==> src/rtl/latch_pipe_pkg.sv <==
// Shared types and width helpers for the latch_pipe elastic buffer.
package latch_pipe_pkg;

    typedef enum logic [1:0] {
        EMPTY   = 2'd0,
        PARTIAL = 2'd1,
        FULL    = 2'd2
    } state_e;

    function automatic int cnt_w(input int depth);
        return $clog2(depth + 1);
    endfunction

    function automatic int ptr_w(input int depth);
        return (depth > 1) ? $clog2(depth) : 1;
    endfunction

endpackage

==> src/rtl/latch_pipe_mem.sv <==
// DEPTH x WIDTH register storage: one write port, asynchronous read port,
// asynchronous reset of every entry to INIT_VALUE.
module latch_pipe_mem #(
    parameter int                 WIDTH      = 8,
    parameter int                 DEPTH      = 2,
    parameter int                 PTR_W      = 1,
    parameter logic [WIDTH-1:0]   INIT_VALUE = '0
) (
    input  logic             clk,
    input  logic             rst_n,
    input  logic             we,
    input  logic [PTR_W-1:0] waddr,
    input  logic [WIDTH-1:0] wdata,
    input  logic [PTR_W-1:0] raddr,
    output logic [WIDTH-1:0] rdata
);

    logic [WIDTH-1:0] mem_q [DEPTH];
    logic [WIDTH-1:0] mem_d [DEPTH];

    // Address decode by compare keeps DEPTH=1 and non-power-of-2 depths width-clean.
    always_comb begin
        mem_d = mem_q;
        if (we) begin
            for (int unsigned i = 0; i < DEPTH; i++) begin
                if (waddr == PTR_W'(i)) mem_d[i] = wdata;
            end
        end
    end

    always_comb begin
        rdata = INIT_VALUE;
        for (int unsigned i = 0; i < DEPTH; i++) begin
            if (raddr == PTR_W'(i)) rdata = mem_q[i];
        end
    end

    always_ff @(posedge clk or negedge rst_n) begin
        if (!rst_n) begin
            for (int unsigned i = 0; i < DEPTH; i++) mem_q[i] <= INIT_VALUE;
        end else begin
            mem_q <= mem_d;
        end
    end

endmodule

==> src/rtl/latch_pipe.sv <==
// In-order valid/ready elastic buffer with synchronous set.
// Define LATCH_PIPE_BYPASS_EN for a transparent D->Q path while empty.
module latch_pipe
    import latch_pipe_pkg::*;
#(
    parameter int               WIDTH      = 8,
    parameter int               DEPTH      = 2,
    parameter logic [WIDTH-1:0] SET_VALUE  = '1,
    parameter logic [WIDTH-1:0] INIT_VALUE = '0
) (
    input  logic                       C,
    input  logic                       R,
    input  logic [WIDTH-1:0]           D,
    input  logic                       D_VALID,
    output logic                       D_READY,
    input  logic                       S,
    output logic [WIDTH-1:0]           Q,
    output logic                       Q_VALID,
    input  logic                       Q_READY,
    output logic [cnt_w(DEPTH)-1:0]    COUNT
);

    localparam int               CNT_W    = cnt_w(DEPTH);
    localparam int               PTR_W    = ptr_w(DEPTH);
    localparam logic [CNT_W-1:0] DEPTH_C  = CNT_W'(DEPTH);
    localparam logic [PTR_W-1:0] LAST_PTR = PTR_W'(DEPTH - 1);
    localparam logic [PTR_W-1:0] SET_WPTR = (DEPTH == 1) ? '0 : PTR_W'(1);
    localparam state_e           ONE_ST   = (DEPTH == 1) ? FULL : PARTIAL;
    localparam state_e           POP_ST   = (DEPTH == 1) ? EMPTY : PARTIAL;

    state_e           state_q, state_d;
    logic [CNT_W-1:0] count_q, count_d;
    logic [PTR_W-1:0] rd_ptr_q, rd_ptr_d;
    logic [PTR_W-1:0] wr_ptr_q, wr_ptr_d;
    logic             d_ready_q, d_ready_d;

    logic             push, pop, bypass_take;
    logic             we;
    logic [PTR_W-1:0] waddr;
    logic [WIDTH-1:0] wdata;
    logic [WIDTH-1:0] rd_data;

    function automatic logic [PTR_W-1:0] inc_ptr(input logic [PTR_W-1:0] p);
        return (p == LAST_PTR) ? '0 : p + PTR_W'(1);
    endfunction

    latch_pipe_mem #(
        .WIDTH      (WIDTH),
        .DEPTH      (DEPTH),
        .PTR_W      (PTR_W),
        .INIT_VALUE (INIT_VALUE)
    ) u_mem (
        .clk   (C),
        .rst_n (R),
        .we    (we),
        .waddr (waddr),
        .wdata (wdata),
        .raddr (rd_ptr_q),
        .rdata (rd_data)
    );

    always_comb begin
        bypass_take = 1'b0;
`ifdef LATCH_PIPE_BYPASS_EN
        bypass_take = (state_q == EMPTY) & ~S & D_VALID & Q_READY;
`endif
        push      = D_VALID & d_ready_q & ~bypass_take;
        pop       = (count_q != '0) & Q_READY;

        state_d   = state_q;
        count_d   = count_q;
        rd_ptr_d  = rd_ptr_q;
        wr_ptr_d  = wr_ptr_q;
        we        = 1'b0;
        waddr     = wr_ptr_q;
        wdata     = D;

        if (S) begin
            // Set flushes everything and leaves SET_VALUE as the single entry at slot 0.
            we       = 1'b1;
            waddr    = '0;
            wdata    = SET_VALUE;
            rd_ptr_d = '0;
            wr_ptr_d = SET_WPTR;
            count_d  = CNT_W'(1);
            state_d  = ONE_ST;
        end else begin
            if (push) begin
                we       = 1'b1;
                wr_ptr_d = inc_ptr(wr_ptr_q);
            end
            if (pop) rd_ptr_d = inc_ptr(rd_ptr_q);
            count_d = count_q + CNT_W'(push) - CNT_W'(pop);

            case (state_q)
                EMPTY:   if (push) state_d = ONE_ST;
                PARTIAL: begin
                    if (count_d == DEPTH_C)  state_d = FULL;
                    else if (count_d == '0)  state_d = EMPTY;
                end
                FULL:    if (pop && !push) state_d = POP_ST;
                default: state_d = EMPTY;
            endcase
        end

        d_ready_d = (count_d < DEPTH_C);
    end

    always_comb begin
        Q       = rd_data;
        Q_VALID = (count_q != '0);
`ifdef LATCH_PIPE_BYPASS_EN
        if (state_q == EMPTY && !S) begin
            Q       = D;
            Q_VALID = D_VALID;
        end
`endif
    end

    assign D_READY = d_ready_q;
    assign COUNT   = count_q;

    always_ff @(posedge C or negedge R) begin
        if (!R) begin
            state_q   <= EMPTY;
            count_q   <= '0;
            rd_ptr_q  <= '0;
            wr_ptr_q  <= '0;
            d_ready_q <= 1'b1;
        end else begin
            state_q   <= state_d;
            count_q   <= count_d;
            rd_ptr_q  <= rd_ptr_d;
            wr_ptr_q  <= wr_ptr_d;
            d_ready_q <= d_ready_d;
        end
    end

endmodule
==> config.mk <==
export PLATFORM = sky130hd
export DESIGN_NAME = latch_pipe
export DESIGN_NICKNAME = d
export VERILOG_FILES = /design/src/rtl/latch_pipe_pkg.sv /design/src/rtl/latch_pipe_mem.sv /design/src/rtl/latch_pipe.sv
export SDC_FILE = /design/constraint.sdc
export NUM_CORES = 1
export LEC_CHECK = 0
export CAP_MARGIN = 10
export CORE_ASPECT_RATIO = 1.4
export CORE_MARGIN = 1
export CORE_UTILIZATION = 52
export CTS_BUF_LIST = sky130_fd_sc_hd__clkbuf_16
export CTS_CLUSTER_SIZE = 28
export DETAILED_ROUTE_END_ITERATION = 7
export PLACE_DENSITY = 0.81
export SLEW_MARGIN = 20
export SYNTH_ARGS = -nofsm -noshare
export SYNTH_HDL_FRONTEND = slang
export SYNTH_HIERARCHICAL = 1
export SYNTH_SLANG_ARGS = --single-unit
==> constraint.sdc <==
create_clock -name C -period 4.05 [get_ports C]
set_input_delay 0.81 -clock C [delete_from_list [all_inputs] [get_ports C]]
set_output_delay 0.81 -clock C [all_outputs]
set_load 0.01 [all_outputs]
==> results.yml, run 1 <==
detailed_routing:
  vias_per_cell: 5.34
  wl_per_cell_um: 15.9
  drc: 0
  antenna_left: 0
  routed-via-count: 662
  dr.pass1.iters: 2
  wl_mm: 1.97
  dr.first_iter.drc_count: 11
logic_synthesis:
  synth_cell_types: 23
  synth_area_um2: 1070
  synth_top_area_share_pct: 46.8
  syn_inst: 78
  ys_seq_area_share_pct: 49.3
  avgSynthCellArea_um2: 13.7
  synth-edff-count: 0
  synth_area_leaders: "dfrtp_1 (47%), mux2_2 (17%), mux2_4 (13%)"
  synth_commonest_cells: "dfrtp_1 (20), mux2_2 (16), or2_2 (10), mux2_4 (9), nor2b_1 (3)"
  syn_nets: 93
  synth-warning-count: 6
  synth.largest_area_cell: "dfrtp_1"
  synth_most_common_cell: "dfrtp_1"
  synth-seq-cells: 21
  async_reset_ff_share_pct: 100
  synthFlopType: "dfrtp_1"
critical_path:
  crit_family: "flip-flops"
  rr_startpoint: "COUNT[1]"
  cpPeakStageDelay_ns: 0.60
  crit_buf_inv: 1
  r2r_cells: 6
  timing.rr.end: "COUNT[1]"
  critPathMaxFanout: 10
  setup.worst_path.start_class: "flip-flop"
  crit_required_ns: 3.24
  crit_chain: "mux2_2 -> clkdlybuf4s50_1"
  cp.depth: 2
  critPathKind: "flip-flop to output port"
  end_kind: "output port"
  r2r_setup_slack_ns: 2.17
  crit_arrival_ns: 1.71
  slowest_stage: "dfrtp_1"
layout:
  nNetsFinal: 119
  stdcell_count: 124
  fillCellCount: 136
  final_util_pct: 71.4
  diodes: 0
  drive_gt1_share_pct: 40.8
  area_growth_pct: 30.3
grt:
  grtUsageMet3_pct: 4.00
  grt_pass1_wl_mm: 3.17
  grt_use_total_pct: 20.6
  antenna_found_initial: 0
  met1_usage_pct: 30.4
  grt_pass1_vias: 665
  grt_overflow: 0
  use_met2_pct: 30.0
  busiest_layer: "met1"
  grt_max_degree: 22
timing:
  maxSlewHeadroom_pct: 38.0
  min_period_ns: 2.52
  setup_viol: 0
  finalCritPeriodShare_pct: 62.3
  slew_violations: 0
  worstMarginPinSlew_ns: 0.927
  hold_viol: 0
  fin_skew_ns: 0.00132
  fin_tns_setup_ns: 0
  fmax_ghz: 0.396
  rsz0062_at_grt: "no"
  whs_ns: 0.504
floorplanning:
  start_util_pct: 54.8
  die_w_um: 40.3
  dieArea_um2: 2240
  core_um2: 1950
  ioPinCount: 25
  die_h_um: 55.6
  num_rows: 19
clock_tree:
  clkTransAtPathRegs_ns: 0.06
  cts_tree: "yes"
  cts_resized: 0
  post_cts_buffers: 0
  clock-sinks: 21
  postCtsHoldBufs: 0
  htree_levels: 1
  clk_latency_ns: 0.25
  cts-root-buf: "clkbuf_16"
  cts_made_buffers: 3
  clockBufferDepth: 2
status:
  status: "completed"
hold_path:
  hp-class: "flip-flop to flip-flop"
  whs_endpoint: "u_mem/mem_q[0]"
  hp-start: "u_mem/mem_q[0]"
  hold_depth: 1
power_and_ir_drop:
  ir_drop_mv: 0.346
  p_leak_uw: 0.000579
  powerDensity_nw_per_um2: 578
placed_design:
  dp.cells: 120
  dpl.hpwl_mm: 1.37
  portBuffers: 24
  gp_congestion: 0.663
flow_run:
  max-cap-violations: 0
## worst register-to-register path, delay by kind of cell, from the launching register on
family,cells,cell delay [ns]
fa+ha+maj,2,0.44
compound gates,1,0.25
flops,1,0.42
mux,1,0.37
buf+inv,1,0.04
xor+xnor,1,0.24
## cell usage in the layout (no fill, tap or decap), drive strengths merged, types with 2 or more instances in the layout
cell type	instances
or2	10
ha	2
dfrtp	20
clkdlybuf4s50	24
nor2b	4
inv	2
nand2	2
mux2	26
nor2	2
clkbuf	3
## kinds of logic (layout without fill, tap and decap cells)
group | after synthesis | count (layout) | share of synthesized area [%]
xor gates and xnor gates | 1 | 1 | 0.820
adders and majority gates | 2 | 2 | 2.34
buffers and inverters | 4 | 29 | 2.34
muxes | 27 | 27 | 31.5
DFF | 21 | 21 | 49.3
and+or+nand+nor | 20 | 20 | 11.7
AOI/OAI and AO/OA | 3 | 3 | 1.99
## worst max-delay path by stage
stage,from,endpoint,slack [ns]
floorplan,Q_READY,COUNT[1],1.98
global placement,D_VALID,COUNT[1],1.44
detailed placement,D_VALID,COUNT[1],1.43
CTS,rd_ptr_q,Q[3],1.52
global route,rd_ptr_q,Q[6],1.47
finish,rd_ptr_q,Q[3],1.53
## state kept, by name (all words and copies together) (netlist names)
signal / flops
u_mem/mem_q: 16
COUNT: 2
D_READY: 1
rd_ptr_q: 1
wr_ptr_q: 1
## per-layer routing
metal / vias to the layer above / wire length [um]
met3: 2 / 80
met2: 18 / 945
li1: 317 / -
met5: - / 0
met4: 0 / 8
met1: 325 / 934
## through the flow
stage | area [um^2] | power, uW | setup slack, ns
finish | 1390 | 806 | 1.53
global placement | 1310 | 598 | 1.44
floorplan | 1070 | 484 | 1.98
detailed placement | 1310 | 606 | 1.43
CTS | 1390 | 813 | 1.52
global route | 1390 | 847 | 1.47
## power breakdown
group | switching [uW] | leakage, uW | internal [uW]
Combinational | 102 | 0.000314 | 190
Sequential | 43.5 | 0.000222 | 266
Clock | 72.3 | 0.0000423 | 131
## final cells by class
cell class                 count  area [um^2]  share of cell area [%]
timing repair buffer          24          240                    17.3
clock buffer                   3         75.1                    5.39
multi-input combinational     53          517                    37.1
sequential                    21          527                    37.8
inverter                       1         3.75                   0.270
tap                           21         26.3                    1.89
clock inverter                 1         3.75                   0.270
Power figures use the tool's default switching activity.
==> run 2, diff against run 1 <==
- CORE_UTILIZATION: 52 -> 48
- PLACE_DENSITY: 0.81 -> 0.75
- clock period: 4.05 -> 2.4 ns (I/O delays scaled with it)
==> run 2 against run 1 <==
Compared with the run above: critical endpoint is now Q[4]; clock skew increased by 0.0016 ns; hold slack got worse by 0.0015 ns; first-iteration DRC count decreased by 18%; non-clock buffer count increased by 2; largest cell class unchanged; die area increased by 8.0%.
==> results.yml, run 2 (synthesized netlist as in run 1, its figures left out) <==
status:
  status: "completed"
floorplanning:
  die_w_um: 41.9
  die_h_um: 57.8
  dieArea_um2: 2420
  ioPinCount: 25
  num_rows: 19
  start_util_pct: 52.9
  core_um2: 2020
critical_path:
  cpPeakStageDelay_ns: 0.60
  setup.worst_path.start_class: "flip-flop"
  slowest_stage: "dfrtp_1"
  crit_chain: "mux2_2 -> clkdlybuf4s50_1"
  crit_arrival_ns: 1.72
  end_kind: "output port"
  crit_required_ns: 1.92
  critPathKind: "flip-flop to output port"
  critPathMaxFanout: 10
clock_tree:
  clockBufferDepth: 2
  cts_made_buffers: 3
  cts_tree: "yes"
  clkTransAtPathRegs_ns: 0.06
  postCtsHoldBufs: 0
  post_cts_buffers: 0
  htree_levels: 1
  clock-sinks: 21
  cts_resized: 0
  cts-root-buf: "clkbuf_16"
  clk_latency_ns: 0.25
detailed_routing:
  wl_per_cell_um: 15.5
  wl_mm: 1.95
  dr.first_iter.drc_count: 9
  drc: 0
  routed-via-count: 681
  vias_per_cell: 5.40
  dr.pass1.iters: 2
  antenna_left: 0
grt:
  grt_overflow: 0
  antenna_found_initial: 0
  grt_max_degree: 22
  grt_pass1_wl_mm: 3.33
  grt_pass1_vias: 728
  grt_use_total_pct: 18.4
layout:
  final_cell_mix: "clkdlybuf4s50_1 (24), dfrtp_1 (20), mux2_2 (16), or2_2 (10), mux2_4 (9)"
  area_growth_pct: 31.7
  largest_reg_flops: 16
  fin_area_um2: 1410
  nNetsFinal: 121
  largest_register: "u_mem/mem_q"
  diodes: 0
  drive_gt1_share_pct: 41.9
  mostFrequentLayoutCell: "clkdlybuf4s50_1"
power_and_ir_drop:
  powerDensity_nw_per_um2: 965
  ir_drop_mv: 0.677
  p_leak_uw: 0.000588
  power_uw: 1360
placed_design:
  gp_congestion: 0.665
  portBuffers: 24
  place_ws_ns: 0.140
  dpl-instance-area_um2: 1330
  dpl.hpwl_mm: 1.39
timing:
  worstMarginPinSlew_ns: 0.428
  fmax_ghz: 0.454
  min_period_ns: 2.20
  hold_viol: 0
  maxSlewHeadroom_pct: 71.4
  fin_tns_setup_ns: 0
  setup_ws_ns: 0.197
  setup_viol: 0
  rsz0062_at_grt: "no"
  fin_skew_ns: 0.00289
  slew_violations: 0
  finalCritPeriodShare_pct: 91.8
flow_run:
  max-cap-violations: 0
hold_path:
  hp-class: "flip-flop to flip-flop"
[run 2: changes by cell type in the layout (fill, tap and decap cells not counted), sizes merged]
cell and change:
buf +2
[run 2: layout make-up]
class                      count  area [um^2]
clock buffer                   3         75.1
clock inverter                 1         3.75
fill                         157          613
inverter                       1         3.75
multi-input combinational     53          517
sequential                    21          527
tap                           21         26.3
timing repair buffer          26          255
[run 2: critical path, delay by kind of cell, from the launching register on]
family                 cells  cell delay (ns)
multiplexers               1             0.39
flip-flops                 1             0.60
buffers and inverters      1             0.48
[run 2: path summary, 6_finish.rpt]
check | from | end | slack (ns) | cells past startpoint
worst max-delay path | rd_ptr_q | Q[4] | 0.20 | 2
worst min-delay path | u_mem/mem_q[6] | u_mem/mem_q[6] | 0.50 | 1
worst max register to register | COUNT[1] | COUNT[1] | 0.56 | 6
worst min register to register | u_mem/mem_q[6] | u_mem/mem_q[6] | 0.50 | 1
max in group asynchronous | R | D_READY | 1.56 | 2
min in group asynchronous | R | u_mem/mem_q[2] | 0.57 | 2
[run 2: power by group]
group	internal (uW)	switching, uW
logic	322	171
clock network	222	123
registers	450	70.6
total	994	365
[run 2: per-stage QoR]
stage	std cells	hold WS [ns]	utilization [%]
after floorplan	78	0.184	-
after CTS	126	0.506	69.7
after global routing	126	0.516	69.7
final	126	0.502	69.7
after global placement	122	0.481	65.8
after detailed placement	122	0.491	65.8
[run 2: layer usage]
layer | vias up | track usage, % | part of all wire, %
met5 | - | 0 | 0
met4 | 0 | 8.29 | 1.8
met3 | 4 | 3.12 | 3.6
met2 | 15 | 31.5 | 53
met1 | 344 | 22.7 | 42
li1 | 318 | - | -
